File: src/rtl/rv_go_fetch_unit.sv
// Instruction-fetch front end: issues PC-ordered requests to instruction memory,
// queues returned words with their PCs and hands them to decode; EX redirects flush.
module rv_go_fetch_unit #(
  parameter int unsigned     XLEN     = 32,
  parameter int unsigned     DEPTH    = 4,
  parameter logic [XLEN-1:0] RESET_PC = '0
) (
  input  logic                         clk,
  input  logic                         rst,
  input  logic                         redirect_valid,
  input  logic [XLEN-1:0]              redirect_pc,
  output logic                         imem_req_valid,
  output logic [XLEN-1:0]              imem_req_addr,
  input  logic                         imem_req_ready,
  input  logic                         imem_rsp_valid,
  input  logic [31:0]                  imem_rsp_data,
  output logic                         out_valid,
  output logic [31:0]                  out_instr,
  output logic [XLEN-1:0]              out_pc,
  input  logic                         out_ready,
  output logic [$clog2(DEPTH+1)-1:0]   occupancy
);

  localparam int unsigned PW = $clog2(DEPTH);
  localparam int unsigned CW = $clog2(DEPTH + 1);

  logic [XLEN-1:0]  fetch_pc;
  logic [XLEN-1:0]  ent_pc    [DEPTH];
  logic [31:0]      ent_instr [DEPTH];
  logic [DEPTH-1:0] ent_filled;
  logic [PW-1:0]    tail_ptr, fill_ptr, head_ptr;
  logic [CW-1:0]    occ_q, pending_cnt, drop_cnt;
  logic [CW:0]      credit_used;
  logic             req_accept, rsp_fill, rsp_drop, deq;
  logic             unused_pc_lsbs;

  assign unused_pc_lsbs = &{1'b0, redirect_pc[1:0]};

  // Credits and handshakes come only from registered state plus the redirect/reset inputs.
  always_comb begin
    credit_used    = (CW+1)'(occ_q) + (CW+1)'(drop_cnt);
    imem_req_valid = !rst && !redirect_valid && (credit_used < (CW+1)'(DEPTH));
    out_valid      = ent_filled[head_ptr] && !redirect_valid;
    req_accept     = imem_req_valid && imem_req_ready;
    rsp_drop       = imem_rsp_valid && (drop_cnt != '0);
    rsp_fill       = imem_rsp_valid && (drop_cnt == '0);
    deq            = out_valid && out_ready;
  end

  assign imem_req_addr = fetch_pc;
  assign out_instr     = ent_instr[head_ptr];
  assign out_pc        = ent_pc[head_ptr];
  assign occupancy     = occ_q;

  // Control state: pointers, counters, filled flags and the fetch PC.
  always_ff @(posedge clk) begin
    if (rst) begin
      fetch_pc    <= RESET_PC;
      tail_ptr    <= '0;
      fill_ptr    <= '0;
      head_ptr    <= '0;
      occ_q       <= '0;
      pending_cnt <= '0;
      drop_cnt    <= '0;
      ent_filled  <= '0;
    end else if (redirect_valid) begin
      // Every outstanding request becomes stale; a response arriving now is one of them.
      fetch_pc    <= {redirect_pc[XLEN-1:2], 2'b00};
      tail_ptr    <= '0;
      fill_ptr    <= '0;
      head_ptr    <= '0;
      occ_q       <= '0;
      pending_cnt <= '0;
      drop_cnt    <= drop_cnt + pending_cnt - CW'(imem_rsp_valid);
      ent_filled  <= '0;
    end else begin
      if (req_accept) begin
        tail_ptr <= tail_ptr + PW'(1);
        fetch_pc <= fetch_pc + XLEN'(4);
      end
      if (rsp_drop) begin
        drop_cnt <= drop_cnt - CW'(1);
      end
      if (rsp_fill) begin
        ent_filled[fill_ptr] <= 1'b1;
        fill_ptr             <= fill_ptr + PW'(1);
      end
      if (deq) begin
        ent_filled[head_ptr] <= 1'b0;
        head_ptr             <= head_ptr + PW'(1);
      end
      occ_q       <= occ_q + CW'(req_accept) - CW'(deq);
      pending_cnt <= pending_cnt + CW'(req_accept) - CW'(rsp_fill);
    end
  end

  // Entry payload; validity is tracked by ent_filled so no reset is needed here.
  always_ff @(posedge clk) begin
    if (req_accept) begin
      ent_pc[tail_ptr] <= fetch_pc;
    end
    if (rsp_fill && !redirect_valid && !rst) begin
      ent_instr[fill_ptr] <= imem_rsp_data;
    end
  end

endmodule
File: config.mk
export PLATFORM = sky130hd
export DESIGN_NAME = rv_go_fetch_unit
export DESIGN_NICKNAME = d
export VERILOG_FILES = /design/src/rtl/rv_go_fetch_unit.sv
export SDC_FILE = /design/constraint.sdc
export NUM_CORES = 1
export LEC_CHECK = 0
export BUFFER_PORTS_ARGS = -buffer_cell sky130_fd_sc_hd__buf_2
export CELL_PAD_IN_SITES_DETAIL_PLACEMENT = 2
export CELL_PAD_IN_SITES_GLOBAL_PLACEMENT = 2
export CORE_MARGIN = 1
export CORE_UTILIZATION = 40
export DETAILED_ROUTE_END_ITERATION = 8
export GPL_ROUTABILITY_DRIVEN = 0
export PLACE_DENSITY_LB_ADDON = 0.08
export SLEW_MARGIN = 20
export SYNTH_ARGS = -nofsm -noshare
export SYNTH_HDL_FRONTEND = slang
export SYNTH_SLANG_ARGS = --single-unit
File: constraint.sdc
create_clock -name clk -period 3.6 [get_ports clk]
set_input_delay 1.08 -clock clk [delete_from_list [all_inputs] [get_ports clk]]
set_output_delay 1.08 -clock clk [all_outputs]
set_load 0.1 [all_outputs]
==> flow_metrics.tcl <==
set metrics [dict create \
    hold_depth 2 \
    finalPower_mw 8.45 \
    numPortBuffers 164 \
    critical_path_class "flip-flop to output pin" \
    synthCells 688 \
    clk_pin_slew_ps 50 \
    fin_crit_sh 0.941 \
    yosys_warnings 0 \
    dieHeight_um 175 \
    synth-async-reset-ratio 0 \
    end_kind "output pin" \
    fmax_mhz 295 \
    synth_flop_cell "edfxtp_1" \
    p_sw_frac 0.276 \
    power_switching_mw 2.33 \
    drc 0 \
    post_cts_resized 0 \
    holdWs_ps 523 \
    avgRoutedWirePerCell_um 26.3 \
    dp_cells 1233 \
    setup_viol 0 \
    min_from "ent_filled[0]" \
    grt_use_met2 0.422 \
    synth-edff-count 248 \
    seq_power_share 0.467 \
    core_area_um2 29100 \
    finClkSkew_ps 23.8 \
    slew_headroom 0.503 \
    critical_path_required_ps 2520 \
    layout.nets 982 \
    die_w_um 175 \
    syn_to_final_growth_pct 21.6 \
    post_cts_buffers 0 \
    clock_sinks 299 \
    tightest_slew_ps 742 \
    grt_pass1_wl_mm 51.7 \
    synth.ff_latch_count 299 \
    viasPerCell 5.45 \
    synthesis.area_um2 12000 \
    maxSlewViolCount 0 \
    worstHoldPathType "flip-flop to flip-flop" \
    layout.cells.non_filler 1294 \
    first_pass_iters 4 \
    hold_viol 0 \
    grt_util_met1 0.277 \
    htree_levels 2 \
    fillers 2723 \
    drt-initial-drc-count 467 \
    grt_busiest_layer "met2" \
    period_needed_ps 3390 \
    rrSetupSlack_ps 770 \
    grt_util_all_layers 0.230 \
    p_comb_frac 0.135 \
    grt_pass1_vias 8058 \
    power_density_nw_per_um2 581 \
    num_vias 7054 \
    cts_root_buf "clkbuf_16" \
    cts_tree "yes" \
    run_status "completed" \
    final_common_cell "edfxtp_1" \
    initial_core_util 0.411 \
    finalCoreUtilization 0.500 \
    cts_buffer_depth 3 \
    ir_drop_mv 0.352 \
    layout-drive-gt1-share 0.354 \
    power.internal_mw 6.12 \
    ios 171 \
    dp_hpwl_mm 22.4 \
    rows 62 \
    routed_wl_mm 34.0 \
    hold_buffers 0 \
    crit_path_max_fanout 16 \
    cp.arrival_ps 2310 \
    clock_latency_ps 510 \
    antenna_found_initial 5 \
    cts_buffers 34 \
    startpoint_type "flip-flop" \
    avgSynthCellArea_um2 17.4 \
    holdPathEnd "ent_filled[0]" \
    reg2reg_depth 11 \
    r2r_start "occupancy[2]" \
    synth_cell_type_count 53 \
    layout_common_cells "edfxtp_1 (248), buf_2 (162), mux4_2 (63), dfxtp_1 (48), nand2_1 (39)" \
    ant_nets 0 \
    maxCapViolations 0 \
    grt_use_met3 0.0448 \
    r2r_end "pending_cnt[2]" \
    grt_max_degree 34 \
    clockPowerShare 0.398 \
    power.leakage_nw 5.08 \
    dieArea_um2 30600 \
    grt_setup_unrepaired "false" \
    overflow 0 \
    yosysSeqAreaShare 0.708 \
]
## worst max-delay path, stage by stage, from the launching register on
cell     delay, ps
dfxtp_4        600
buf_4          330
mux4_2         550
buf_2          310
## logic make-up after synthesis
kind of cell / Yosys count / share of synthesized area
adders and majority gates: 27 / 0.0301
buffers and inverters: 57 / 0.0201
muxes: 65 / 0.120
AOI/OAI and AO/OA: 72 / 0.0415
DFF: 299 / 0.708
other: 1 / 0.000314
xor gates and xnor gates: 17 / 0.0125
and+or+nand+nor: 150 / 0.0668
## worst max path at each step
stage | startpoint | end | slack, ps | depth (start not counted)
floorplan | redirect_valid | imem_req_valid | -5 | 4
finish | flip-flop | out_instr[5] | 210 | 3
global route | flip-flop | out_instr[5] | 90 | 3
CTS | flip-flop | out_instr[5] | 150 | 3
detailed placement | imem_req_ready | occupancy[2] | 250 | 11
global placement | imem_req_ready | occupancy[2] | 310 | 11
## state kept, by name, summed over array words and instances, names as in the netlist, named ones only
register	flops
drop_cnt	3
ent_filled	4
ent_instr	128
ent_pc	120
fill_ptr	2
head_ptr	2
imem_req_addr	30
occupancy	3
pending_cnt	3
tail_ptr	2
## synthesized netlist by cell type (2+ instances only)
library cell | n | area share
mux4_2 | 63 | 0.12
a311oi_1 | 4 | 0.0029
and4_1 | 2 | 0.0015
a31oi_1 | 8 | 0.0042
nor3_1 | 2 | 0.00084
nand2_1 | 39 | 0.012
and2_1 | 12 | 0.0063
fa_1 | 3 | 0.0050
ha_1 | 24 | 0.025
xnor2_1 | 13 | 0.0095
nor2_1 | 33 | 0.010
nand3_1 | 14 | 0.0059
or3_1 | 5 | 0.0026
nor4_1 | 2 | 0.0010
o31ai_1 | 2 | 0.0013
o21ai_0 | 7 | 0.0029
buf_4 | 4 | 0.0025
edfxtp_1 | 248 | 0.62
a21oi_1 | 16 | 0.0067
nand3b_1 | 3 | 0.0019
a211oi_1 | 8 | 0.0050
or4_1 | 5 | 0.0031
nor2b_1 | 2 | 0.0010
nand4_1 | 11 | 0.0058
dfxtp_1 | 51 | 0.085
buf_2 | 9 | 0.0038
and3_1 | 11 | 0.0058
a22oi_1 | 2 | 0.0013
nor3_4 | 2 | 0.0027
clkbuf_1 | 22 | 0.0069
inv_1 | 21 | 0.0066
o311ai_0 | 5 | 0.0037
o21a_1 | 3 | 0.0019
o211ai_1 | 8 | 0.0050
xor2_1 | 4 | 0.0029
a2bb2oi_1 | 3 | 0.0022
## metal layers
layer	wire, µm	up-vias
li1	-	3122
met1	13400	3691
met4	570	6
met3	1650	49
met2	18300	186
met5	36	-
## power by group through the flow
stage / clock (mW) / combinational, mW / sequential (mW)
after floorplan: 0 / 0.707 / 4.14
after global placement: 0 / 1.09 / 4.00
after detailed placement: 0 / 1.14 / 4.02
after CTS: 3.45 / 1.15 / 3.95
after global routing: 3.56 / 1.20 / 3.96
final: 3.36 / 1.14 / 3.95
## final cells by class
cell class	instances	area [µm²]	area share
diodes	2	5.00	0.000344
clock buffers	45	943	0.0649
clock inverters	14	123	0.00843
inverters	22	82.6	0.00568
multi-input cells	335	3280	0.225
flip-flops and latches	299	8480	0.583
well taps	384	480	0.0330
repair buffers	193	1160	0.0795
## metrics by stage
stage / worst slack (ps) / area, µm² / TNS (ps)
after floorplan: -4.96 / 12000 / -4.96
after global routing: 94.2 / 14500 / 0
after detailed placement: 248 / 13500 / 0
final: 212 / 14500 / 0
after global placement: 314 / 13500 / 0
after CTS: 155 / 14500 / 0
(Power assumes the default switching activity.)
